<file path="src/rtl/uart_loopback_pkg.sv">
// Shared encodings for the uart loopback controller.
// Mode codes, FSM state codes and the hex segment table.
package uart_loopback_pkg;

  localparam logic [1:0] MODE_MANUAL = 2'b00;
  localparam logic [1:0] MODE_ECHO   = 2'b01;
  localparam logic [1:0] MODE_INC    = 2'b10;

  localparam logic [1:0] IDLE = 2'd0;
  localparam logic [1:0] POP  = 2'd1;
  localparam logic [1:0] PUSH = 2'd2;

  // Active-low {g..a} patterns, index = hex digit.
  localparam logic [15:0][6:0] SSEG_TAB = {
    7'h0E, 7'h06, 7'h21, 7'h46,
    7'h03, 7'h08, 7'h10, 7'h00,
    7'h78, 7'h02, 7'h12, 7'h19,
    7'h30, 7'h24, 7'h79, 7'h40
  };

endpackage

</file>
<file path="src/rtl/uart_loopback_ctrl_hex_to_sseg.sv">
// Nibble to active-low seven-segment pattern.
// Decimal point passes straight through as the MSB.
module hex_to_sseg
  import uart_loopback_pkg::*;
(
  input  logic [3:0] hex,
  input  logic       dp,
  output logic [7:0] sseg
);

  // Table lookup, dp on top.
  always_comb begin
    sseg = {dp, SSEG_TAB[hex]};
  end

endmodule

</file>
<file path="src/rtl/uart_loopback_ctrl.sv">
// Loopback controller between uart FIFOs and board I/O.
// Pops a word, transforms it, pushes it back; shows status.
module uart_loopback_ctrl
  import uart_loopback_pkg::*;
#(
  parameter int DW           = 8,
  parameter int INC          = 1,
  parameter int REFRESH_BITS = 18
) (
  input  logic          clk,
  input  logic          reset,
  input  logic [1:0]    mode,
  input  logic          btn_tick,
  input  logic          rx_empty,
  input  logic          tx_full,
  input  logic [DW-1:0] r_data,
  input  logic          err,
  output logic          rd_uart,
  output logic          wr_uart,
  output logic [DW-1:0] w_data,
  output logic [DW-1:0] led,
  output logic [3:0]    an,
  output logic [7:0]    sseg,
  output logic [15:0]   byte_cnt
);

  localparam logic [DW-1:0] INC_W = DW'(INC);

  logic [1:0]              state;
  logic [1:0]              mode_q;
  logic [7:0]              err_cnt;
  logic [REFRESH_BITS-1:0] refresh;
  logic                    st_idle;
  logic                    st_pop;
  logic                    st_push;
  logic                    auto_md;
  logic                    trigger;
  logic [1:0]              sel;
  logic [7:0]              led_x;
  logic [3:0]              nib;
  logic                    dp;

  assign st_idle = (state == IDLE);
  assign st_pop  = (state == POP);
  assign st_push = (state == PUSH);

  assign auto_md = (mode == MODE_ECHO) ||
                   (mode == MODE_INC);
  assign trigger = !rx_empty &&
                   (auto_md || btn_tick);

  assign rd_uart = st_pop;
  assign wr_uart = st_push && !tx_full;

  // Word FSM: trigger -> pop -> push until accepted.
  always_ff @(posedge clk or negedge reset) begin
    if (!reset) begin
      state    <= IDLE;
      mode_q   <= MODE_MANUAL;
      w_data   <= '0;
      led      <= '0;
      byte_cnt <= '0;
      err_cnt  <= '0;
    end else begin
      unique case (1'b1)
        st_idle: begin
          if (trigger) begin
            state  <= POP;
            mode_q <= mode;
          end
        end
        st_pop: begin
          led      <= r_data;
          byte_cnt <= byte_cnt + 16'd1;
          if (err && err_cnt != 8'hFF)
            err_cnt <= err_cnt + 8'd1;
          if (mode_q == MODE_ECHO)
            w_data <= r_data;
          else
            w_data <= r_data + INC_W;
          state <= PUSH;
        end
        st_push: begin
          if (!tx_full)
            state <= IDLE;
        end
        default: state <= IDLE;
      endcase
    end
  end

  // Free-running display refresh counter.
  always_ff @(posedge clk or negedge reset) begin
    if (!reset)
      refresh <= '0;
    else
      refresh <= refresh + 1'b1;
  end

  assign sel   = refresh[REFRESH_BITS-1 -: 2];
  assign led_x = 8'(led);

  // Digit select: led nibbles, then error nibbles.
  always_comb begin
    an  = 4'b1111;
    nib = 4'h0;
    dp  = 1'b1;
    case (sel)
      2'd0: begin
        an  = 4'b1110;
        nib = led_x[3:0];
      end
      2'd1: begin
        an  = 4'b1101;
        nib = led_x[7:4];
        dp  = rx_empty;
      end
      2'd2: begin
        an  = 4'b1011;
        nib = err_cnt[3:0];
      end
      default: begin
        an  = 4'b0111;
        nib = err_cnt[7:4];
        dp  = tx_full;
      end
    endcase
  end

  hex_to_sseg u_sseg (
    .hex  (nib),
    .dp   (dp),
    .sseg (sseg)
  );

endmodule

</file>
<file path="config.mk">
export PLATFORM = sky130hd
export DESIGN_NAME = uart_loopback_ctrl
export DESIGN_NICKNAME = d
export VERILOG_FILES = /design/src/rtl/uart_loopback_pkg.sv /design/src/rtl/uart_loopback_ctrl_hex_to_sseg.sv /design/src/rtl/uart_loopback_ctrl.sv
export SDC_FILE = /design/constraint.sdc
export NUM_CORES = 1
export LEC_CHECK = 0
export CORE_MARGIN = 4
export CORE_UTILIZATION = 40
export CTS_CLUSTER_DIAMETER = 100
export DETAILED_ROUTE_END_ITERATION = 12
export HOLD_SLACK_MARGIN = 0.1
export PLACE_DENSITY = 0.62
export SYNTH_ARGS = -nofsm -noshare
export SYNTH_HDL_FRONTEND = slang
export SYNTH_SLANG_ARGS = --single-unit
</file>
<file path="constraint.sdc">
create_clock -name clk -period 2.3 [get_ports clk]
set_clock_uncertainty 0.05 [all_clocks]
set_input_delay 0.345 -clock clk [delete_from_list [all_inputs] [get_ports clk]]
set_output_delay 0.345 -clock clk [all_outputs]
set_load 0.02 [all_outputs]
</file>
==> flow_metrics.py, run 1 <==
metrics = {
    "setup_path": {
        "r2r_slack_ns": 0.60,
        "reg2reg_to": "byte_cnt[12]$_DFFE_PN0P_",
        "critPathSlowestCell": "mux4_2",
        "crit_path_end_kind": "output pin",
        "cpLargestDelayFamily": "multiplexers",
        "timing.rr.start": "byte_cnt[0]$_DFFE_PN0P_",
        "reg2reg_depth": 5,
        "cp_data_required_time_ns": 1.90,
        "crit_buf_inv": 2,
        "start_kind": "flop",
        "critical_path.max_fanout": 4,
        "path_class": "flop to output pin",
        "max_stage_delay_ns": 0.58,
        "path_cells": "mux4_2 -> inv_4 -> ha_4 -> mux2i_1 -> o32a_1 -> o211ai_1 -> buf_4",
        "crit_arrival_ns": 2.19,
    },
    "final_layout": {
        "antennaDiodeCount": 0,
        "final_common_cell": "dfrtp_1",
        "fin_cells": 515,
        "final_cell_mix": "dfrtp_1, nand2_1, clkdlybuf4s50_1, buf_4, xnor2_1",
        "multi_input_area_sq_um": 1600,
        "layout.nets": 434,
        "fillers": 673,
        "seq_area_sq_um": 1550,
        "post-route-util_pct": 57.6,
        "area_delta_synth_final_pct": 40.2,
        "drive_above_1_share_pct": 20.3,
    },
    "floorplanning": {
        "num_rows": 32,
        "io_pins": 62,
        "fp.dieH_microns": 97.1,
        "dieArea_sq_um": 9420,
        "core_area_sq_um": 7730,
        "dieWidth_microns": 97.1,
        "start_util_pct": 41.1,
    },
    "clock_network": {
        "cts.clk_slew.worst_paths_ns": 0.07,
        "cts_max_level": 3,
        "cts_tree": "built",
        "cts_sinks": 62,
        "cts_buffer_depth": 2,
        "cts_inserted_buffers": 9,
        "cts-root-buf": "clkbuf_8",
        "clk_latency_ns": 0.34,
    },
    "drt": {
        "via_per_inst": 4.91,
        "drtIter0Drc": 122,
        "totalWireLength_microns": 7080,
        "vias": 2528,
        "drc": 0,
        "drtPass1Iterations": 4,
        "drt-wirelength-per-cell_microns": 13.7,
        "drtAntennaViolNets": 0,
    },
    "grt": {
        "grt_util_all_layers_pct": 16.0,
        "globalRouteOverflowTotal": 0,
        "grt_pass1_vias": 2592,
        "grt_antenna_before_repair": 0,
        "grt_pass1_wl_microns": 12300,
        "grt_max_degree": 63,
    },
    "sta": {
        "setup_slack_ns": -0.281,
        "rsz0062_at_grt": "true",
        "max_freq_ghz": 0.387,
        "min_period_ns": 2.58,
        "post-route-period-util_pct": 112,
        "finalMaxSlewViolations": 0,
        "slew_headroom_pct": 74.4,
        "finalSetupViolCount": 7,
        "hold_viol": 0,
        "finalSetupTns_ns": -1.72,
        "whs_ns": 0.399,
        "worst_pin_slew_ns": 0.381,
    },
    "min_path": {
        "hold_path_end": "refresh[0]$_DFF_PN0_",
        "min-delay-start": "refresh[0]$_DFF_PN0_",
        "hold_class": "flop to flop",
        "min_path_cells": 1,
    },
    "run_status": {
        "status": "finished with violations",
        "violations": "setup timing",
    },
    "logic_synthesis": {
        "synth_flop_cell": "dfrtp_1",
        "synth-compound-area-share_pct": 5.16,
        "synth-xor-area-share_pct": 13.2,
        "syn_area_sq_um": 3170,
        "yosysWarnings": 0,
        "ys_async_sr_fraction_pct": 100,
        "synth_mux_area_share_pct": 5.83,
        "avgSynthCellArea_sq_um": 10.4,
        "syn_inst": 306,
        "synth_edf_count": 0,
        "ys_types": 40,
        "ys_ff_latch": 62,
        "synth_simple_gate_area_share_pct": 20.3,
        "ys_seq_area_share_pct": 48.9,
        "syn_nets": 332,
        "synth_fa_ha_area_share_pct": 3.94,
        "synth_top_family_by_area": "simple AND/OR/NAND/NOR gates",
    },
    "placement": {
        "dp.cells": 492,
        "port_buffers": 61,
        "place_ws_ns": -0.439,
        "hpwlAfterDp_microns": 5240,
        "place_congestion": 0.851,
    },
    "run": {
        "maxCapViolations": 0,
    },
    "pwr": {
        "power.leakage_uw": 0.00204,
        "vdd_drop_max_uv": 407,
        "powerDensity_nw_per_um2": 1070,
    },
}
[cell usage after synthesis, types with 6 or more instances]
cell     instances  share of area [%]
dfrtp_1         62                 49
nand2_1         59                7.0
xnor2_1         28                7.7
xor2_1          20                5.5
nand3_1         16                2.5
nand4_1         12                2.4
ha_1            10                3.9
inv_1            9                1.1
nor2_1           9                1.1
o21ai_0          9                1.4
nor3_1           7                1.1
and3_1           6                1.2
[worst reg2reg max path, stage by stage (launching register included)]
cell      delay, ns
dfrtp_1        0.44
ha_1           0.21
nand3b_1       0.19
nor3_1         0.38
nand4_1        0.16
xnor2_1        0.15
[metal layers]
layer / global-route usage [%] / part of all wire (%)
met3: 4.67 / 5.6
met2: 26.0 / 48
met5: 0 / 0
met1: 21.0 / 45
met4: 4.21 / 1.4
[cell type report]
class | count | area share (%)
multi-input combinational | 225 | 36.0
sequential | 62 | 34.9
timing repair buffer | 100 | 20.6
clock buffer | 10 | 3.09
tap | 102 | 2.87
clock inverter | 6 | 1.57
inverter | 10 | 0.956
[cell families after synthesis]
group / Yosys count
buffers and inverters: 19
adders and majority gates: 10
xor gates and xnor gates: 48
and+or+nand+nor: 129
muxes: 13
DFF: 62
AOI/OAI and AO/OA: 25
[through the flow]
step | instance area (sq um) | total power [uW]
4_1_cts | 4440 | 4780
6_report | 4450 | 4760
3_3_place_gp | 4110 | 3640
3_5_place_dp | 4110 | 3670
5_1_grt | 4450 | 5070
2_1_floorplan | 3170 | 2610
[power by group]
group / total (uW) / internal, uW / switching (uW)
registers: 1500 / 1320 / 179
clock network: 981 / 535 / 446
logic: 2270 / 1140 / 1130
[registers in the layout (all words and copies together) (netlist names)]
signal,flops
byte_cnt,16
err_cnt,8
led,8
mode_q,2
refresh,18
state,2
w_data,8
[repair_timing]
| item | CTS | global route |
|---|---|---|
| hold buffers | 1 | 0 |
| setup endpoints to repair | 7 | 7 |
| buffers inserted | 6 | 0 |
| pin swaps | 4 | 0 |
| resized for setup | 53 | 4 |
| cloned | 0 | 0 |
| hold endpoints to repair | 62 | 0 |
[how the worst max path moves through the flow]
stage / to / cells after the start / startpoint / slack, ns
finish: sseg[0] / 7 / refresh[16]$_DFF_PN0_ / -0.28
global route: sseg[3] / 7 / refresh[16]$_DFF_PN0_ / -0.39
CTS: sseg[0] / 7 / refresh[16]$_DFF_PN0_ / -0.35
detailed placement: sseg[0] / 7 / refresh[16]$_DFF_PN0_ / -0.44
global placement: sseg[0] / 7 / refresh[16]$_DFF_PN0_ / -0.37
floorplan: sseg[0] / 7 / refresh[16]$_DFF_PN0_ / 0.02
Power figures use the tool's default switching activity.
==> run 2: changes to the inputs <==
- ABC_AREA: not set -> 1
- PLACE_DENSITY: 0.62 -> 0.61
==> run 2 against run 1 <==
The flow still finishes with violations (setup timing). Highest routed layer unchanged. Die area is 8.7% higher. Flip-flop and latch count stayed put. First-iteration DRC count rose by 20%. Combinational power increased by 9.3%. Critical path depth grew 5. Design area is 11% higher. Sequential share of layout area shrank 3.3 points. Via count rose by 25%. Clock power up 16%. Worst hold slack improved by 0.030 ns.
==> flow_metrics.py, run 2 <==
metrics = {
    "floorplanning": {
        "fp.dieH_microns": 101,
        "start_util_pct": 41.7,
        "core_area_sq_um": 8340,
        "dieWidth_microns": 101,
        "dieArea_sq_um": 10200,
        "num_rows": 33,
        "io_pins": 62,
    },
    "run_status": {
        "status": "finished with violations",
        "violations": "setup timing",
    },
    "sta": {
        "slew_headroom_pct": 73.7,
        "rsz0062_at_grt": "true",
        "finalSetupViolCount": 7,
        "post-route-period-util_pct": 106,
        "min_period_ns": 2.43,
        "hold_viol": 0,
        "setup_slack_ns": -0.129,
        "finalSetupTns_ns": -0.563,
        "max_freq_ghz": 0.412,
        "worst_pin_slew_ns": 0.392,
        "finalMaxSlewViolations": 0,
        "whs_ns": 0.429,
    },
    "clock_network": {
        "cts-root-buf": "clkbuf_8",
        "cts.clk_slew.worst_paths_ns": 0.07,
        "cts_buffer_depth": 2,
        "cts_sinks": 62,
        "clk_latency_ns": 0.33,
        "cts_inserted_buffers": 9,
        "cts_max_level": 3,
        "cts_tree": "built",
    },
    "drt": {
        "totalWireLength_microns": 8680,
        "drtIter0Drc": 146,
        "drtPass1Iterations": 4,
        "vias": 3167,
        "via_per_inst": 4.85,
        "highest_layer": "met4",
        "route.met2.wl_microns": 4070,
        "wl_met3_microns": 419,
        "drtAntennaViolNets": 0,
        "drt-wirelength-per-cell_microns": 13.3,
        "drc": 0,
        "wl_met1_microns": 4060,
    },
    "logic_synthesis": {
        "syn_area_sq_um": 3480,
        "synth_top_area_share_pct": 44.6,
        "avgSynthCellArea_sq_um": 7.90,
        "syn_nets": 466,
        "syn_inst": 440,
        "synth_area_leaders": "dfrtp_1, nand2_1, nand3_1",
        "ys_types": 34,
        "ys_ff_latch": 62,
        "synth_area_leader_cell": "dfrtp_1",
        "ys_async_sr_fraction_pct": 100,
        "synth_edf_count": 0,
        "yosysWarnings": 0,
        "synth_most_common_cell": "nand2_1",
        "ys_seq_area_share_pct": 44.6,
        "netlist_top_cells_count": "nand2_1, dfrtp_1, inv_1",
        "synth_flop_cell": "dfrtp_1",
    },
    "final_layout": {
        "fin_cells": 653,
        "drive_above_1_share_pct": 20.8,
        "finalInstanceArea_sq_um": 4920,
        "largest_registers": "refresh: 18 flops, byte_cnt: 16 flops",
        "seq_area_sq_um": 1550,
        "layout.nets": 569,
        "antennaDiodeCount": 0,
        "fillers": 757,
        "area_delta_synth_final_pct": 41.5,
        "multi_input_area_sq_um": 1850,
        "final_common_cell": "nand2_1",
        "regMostFlops": "refresh",
        "final_cell_mix": "nand2_1, dfrtp_1, clkdlybuf4s50_1, inv_1, nand3_1",
        "largest_reg_flops": 18,
    },
    "placement": {
        "dpl_cell_area_sq_um": 4370,
        "port_buffers": 61,
        "hpwlAfterDp_microns": 6140,
        "place_congestion": 0.895,
        "place_ws_ns": -0.331,
        "dp.cells": 624,
    },
    "setup_path": {
        "crit_arrival_ns": 2.03,
        "start_kind": "flop",
        "crit_buf_inv": 3,
        "max_stage_delay_ns": 0.45,
        "critical_path.max_fanout": 6,
        "crit_path_end_kind": "output pin",
        "path_cells": "buf_12 -> nor2_4 -> nand2_2 -> nand3_2 -> nand2_4 -> ha_4 -> inv_2 -> nand3_2 -> nand2_1 -> nand2_1 -> nand2_1 -> buf_6",
        "critPathSlowestCell": "dfrtp_2",
        "cp_data_required_time_ns": 1.90,
        "cpLargestDelayFamily": "simple AND/OR/NAND/NOR gates",
        "path_class": "flop to output pin",
        "crit_top_cell": "nand2_1",
    },
    "pwr": {
        "vdd_drop_max_uv": 546,
        "powerDensity_nw_per_um2": 1050,
        "power.leakage_uw": 0.00238,
    },
    "grt": {
        "grt_util_all_layers_pct": 17.1,
        "globalRouteOverflowTotal": 0,
        "grt_pass1_vias": 3010,
        "grt_antenna_before_repair": 0,
        "grt_max_degree": 63,
        "grt_pass1_wl_microns": 14000,
    },
    "min_path": {
        "hold_class": "flop to flop",
    },
    "run": {
        "maxCapViolations": 0,
    },
}
[run 2: cell types whose count changed in the layout (fill, tap and decap cells not counted), sizes merged, moves of 4 or more]
cell    previous run  this run
and3               6         0
inv               10        54
mux2               4         0
mux2i              5         0
mux4               4         0
nand2             59       150
nand2b             5         0
nand3             16        45
nor2               9        29
nor3               7        13
o21ai             11        20
xnor2             28        11
[run 2: area by class of cell]
class,count,share of cell area (%)
well taps,105,2.67
clock inverters,4,1.93
flip-flops and latches,62,31.6
clock buffers,12,2.75
repair buffers,99,19.2
multi-input cells,317,37.7
inverters,54,4.22
[run 2: worst paths after layout]
| kind | start | endpoint | slack, ns | cells past startpoint |
|---|---|---|---|---|
| max | refresh[16]$_DFF_PN0_ | sseg[3] | -0.13 | 12 |
| min | w_data[0]$_DFFE_PN0P_ | w_data[0]$_DFFE_PN0P_ | 0.43 | 2 |
| max reg2reg | state[0]$_DFFE_PN0P_ | byte_cnt[8]$_DFFE_PN0P_ | 0.57 | 7 |
| min reg2reg | w_data[0]$_DFFE_PN0P_ | w_data[0]$_DFFE_PN0P_ | 0.43 | 2 |
| max in group asynchronous | reset | refresh[16]$_DFF_PN0_ | 1.41 | 3 |
| min in group asynchronous | reset | refresh[12]$_DFF_PN0_ | 0.50 | 3 |
[run 2: logic make-up (layout without fill, tap and decap cells)]
kind of cell	Yosys count	in the layout	share of synthesized area, %
adder cells (fa/ha/maj)	10	10	3.60
XOR/XNOR	29	29	7.30
AO/OA/AOI/OAI	28	28	4.82
flip-flops	62	62	44.6
buffers and inverters	61	169	7.30
AND/OR/NAND/NOR	250	250	32.3
[run 2: what timing repair did]
action | in CTS | in global routing
buffers inserted | 6 | 7
endpoints found under the setup margin | 8 | 8
gates resized for setup | 57 | 35
endpoints found under the hold margin | 62 | 0
pin swaps | 5 | 15
hold buffers | 1 | 0
[run 2: stage by stage]
step	power, uW	util [%]
floorplan	2670	-
global placement	3650	52.3
detailed placement	3680	52.3
CTS	4910	56.5
global route	5510	59.0
finish	5190	59.0
[run 2: worst register-to-register path, cell delays in order, from the launching register on]
cell     delay (ns)
dfrtp_1        0.41
inv_2          0.07
nor2_4         0.22
buf_4          0.21
inv_2          0.16
nor2_1         0.27
xor2_1         0.17
inv_1          0.05
[run 2: per-layer routing]
layer	global-route usage, %	vias up
li1	-	1600
met1	22.8	1490
met2	27.1	67
met3	4.55	10
met4	5.42	0
met5	0	-
[run 2: report_power, final]
| part | switching (uW) | internal [uW] |
|---|---|---|
| Combinational | 1330 | 1150 |
| Sequential | 227 | 1330 |
| Clock | 423 | 720 |
| Total | 1980 | 3210 |
==> run 3: changes to the inputs <==
- ABC_AREA: 1 -> not set
- PLACE_DENSITY: 0.61 -> 0.62
- SETUP_SLACK_MARGIN: not set -> 0.1
==> run 3 against run 2 <==
The flow still finishes with violations (setup timing). Final cell count down 21%. Flip-flop and latch count unchanged. Clock power down 6%. Total power down 2.6%. Worst hold slack worse by 0.016 ns. Largest cell class unchanged. Largest power group unchanged.
==> flow_metrics.py, run 3 (synthesis results as in run 1) <==
metrics = {
    "run_status": {
        "status": "finished with violations",
        "violations": "setup timing",
    },
    "pwr": {
        "powerDensity_nw_per_um2": 1110,
        "p_comb_share_pct": 48.9,
        "power.leakage_uw": 0.00211,
        "share_seq_of_total_power_pct": 29.8,
        "vdd_drop_max_uv": 477,
        "internal_power_uw": 3260,
        "power.total_uw": 5060,
        "clockPowerShare_pct": 21.3,
        "swShare_pct": 35.5,
        "p_sw_uw": 1790,
    },
    "floorplanning": {
        "dieWidth_microns": 97.1,
        "core_area_sq_um": 7730,
        "num_rows": 32,
        "io_pins": 62,
        "fp.dieH_microns": 97.1,
        "start_util_pct": 41.1,
        "dieArea_sq_um": 9420,
    },
    "final_layout": {
        "fillers": 659,
        "final_common_cell": "dfrtp_1",
        "multi_input_area_sq_um": 1640,
        "finalInstanceArea_sq_um": 4550,
        "antennaDiodeCount": 0,
        "seq_area_sq_um": 1550,
        "fin_cells": 518,
        "largest_reg_flops": 18,
        "layout.nets": 438,
        "drive_above_1_share_pct": 22.6,
        "largest_registers": "refresh: 18 flops, byte_cnt: 16 flops",
        "regMostFlops": "refresh",
        "final_cell_mix": "dfrtp_1, nand2_1, clkdlybuf4s50_1, buf_4, xnor2_1",
        "area_delta_synth_final_pct": 43.4,
    },
    "clock_network": {
        "cts.clk_slew.worst_paths_ns": 0.06,
        "cts_tree": "built",
        "cts_buffer_depth": 2,
        "cts_max_level": 3,
        "cts-root-buf": "clkbuf_8",
        "cts_sinks": 62,
        "cts_inserted_buffers": 9,
        "clk_latency_ns": 0.34,
    },
    "sta": {
        "min_period_ns": 2.58,
        "slew_headroom_pct": 68.4,
        "rsz0062_at_grt": "true",
        "post-route-period-util_pct": 112,
        "finalSetupTns_ns": -1.53,
        "worst_pin_slew_ns": 0.474,
        "finalMaxSlewViolations": 0,
        "hold_viol": 0,
        "max_freq_ghz": 0.387,
        "setup_slack_ns": -0.284,
        "finalSetupViolCount": 7,
    },
    "drt": {
        "via_per_inst": 4.88,
        "drtIter0Drc": 86,
        "drt-wirelength-per-cell_microns": 14.1,
        "totalWireLength_microns": 7280,
        "drtAntennaViolNets": 0,
        "drtPass1Iterations": 4,
        "vias": 2529,
        "drc": 0,
    },
    "grt": {
        "grt_max_degree": 44,
        "grt_pass1_vias": 2614,
        "busiest_layer": "met2",
        "grt_pass1_wl_microns": 12500,
        "grt_util_all_layers_pct": 16.4,
        "globalRouteMet2Util_pct": 26.1,
        "globalRouteOverflowTotal": 0,
        "grt_antenna_before_repair": 0,
        "grt_util_met1_pct": 21.2,
        "met3_usage_pct": 4.31,
    },
    "setup_path": {
        "timing.rr.start": "byte_cnt[0]$_DFFE_PN0P_",
        "cp_data_required_time_ns": 1.90,
        "start_kind": "flop",
        "reg2reg_to": "byte_cnt[12]$_DFFE_PN0P_",
        "reg2reg_depth": 5,
        "r2r_slack_ns": 0.64,
        "crit_arrival_ns": 2.19,
        "critical_path.max_fanout": 5,
        "crit_path_end_kind": "output pin",
        "path_class": "flop to output pin",
    },
    "placement": {
        "dp.cells": 493,
        "port_buffers": 61,
        "hpwlAfterDp_microns": 5300,
        "dpl_cell_area_sq_um": 4130,
        "place_congestion": 0.774,
        "place_ws_ns": -0.385,
    },
    "min_path": {
        "min_path_cells": 1,
        "hold_class": "flop to flop",
        "hold_path_end": "refresh[0]$_DFF_PN0_",
        "min-delay-start": "refresh[0]$_DFF_PN0_",
    },
    "run": {
        "maxCapViolations": 0,
    },
}
[run 3: cell type report]
class                   count  area share [%]
clock buffers              12            3.41
clock inverters             3            1.48
inverters                  10           0.879
multi-input cells         225            36.0
flip-flops and latches     62            34.1
well taps                 102            2.80
repair buffers            104            21.3
[run 3: per-stage QoR]
step	hold WS, ns	util (%)
global route	0.423	58.9
finish	0.413	58.9
global placement	0.276	53.4
CTS	0.411	58.6
detailed placement	0.277	53.4
floorplan	-0.000591	-
[run 3: worst max-delay path by stage]
stage                     endpoint             startpoint  depth (start not counted)
after floorplan            sseg[0]  refresh[16]$_DFF_PN0_                          7
after global placement     sseg[0]  refresh[16]$_DFF_PN0_                          7
after detailed placement   sseg[0]  refresh[16]$_DFF_PN0_                          7
after CTS                  sseg[0]  refresh[16]$_DFF_PN0_                          7
after global routing       sseg[3]  refresh[16]$_DFF_PN0_                          7
final                      sseg[3]  refresh[16]$_DFF_PN0_                          7
[run 3: routing by layer]
| metal | vias to the layer above | wire length, microns |
|---|---|---|
| met3 | 7 | 331 |
| met2 | 51 | 3510 |
| li1 | 1259 | - |
| met4 | 0 | 68 |
| met1 | 1212 | 3360 |
| met5 | - | 0 |
[run 3: critical path: stages (launching register included)]
cell	delay (ns)
dfrtp_2	0.41
buf_6	0.11
mux4_2	0.56
buf_6	0.17
or2_0	0.22
a21oi_2	0.16
a31oi_2	0.05
buf_4	0.16
[run 3: power by group through the flow]
stage | combinational [uW] | clock [uW] | sequential, uW
after CTS | 2430 | 1110 | 1510
after floorplan | 885 | 0 | 1740
final | 2470 | 1070 | 1510
after global placement | 2170 | 0 | 1530
after global routing | 2670 | 1160 | 1550
after detailed placement | 2180 | 0 | 1530
[run 3: repair_timing]
action                                  in CTS  in global routing
hold buffers                                 1                  0
setup buffers                                9                  0
hold endpoints to repair                    19                  0
endpoints found under the setup margin       9                  9
pin swaps                                   10                  0
resized for setup                           65                  6
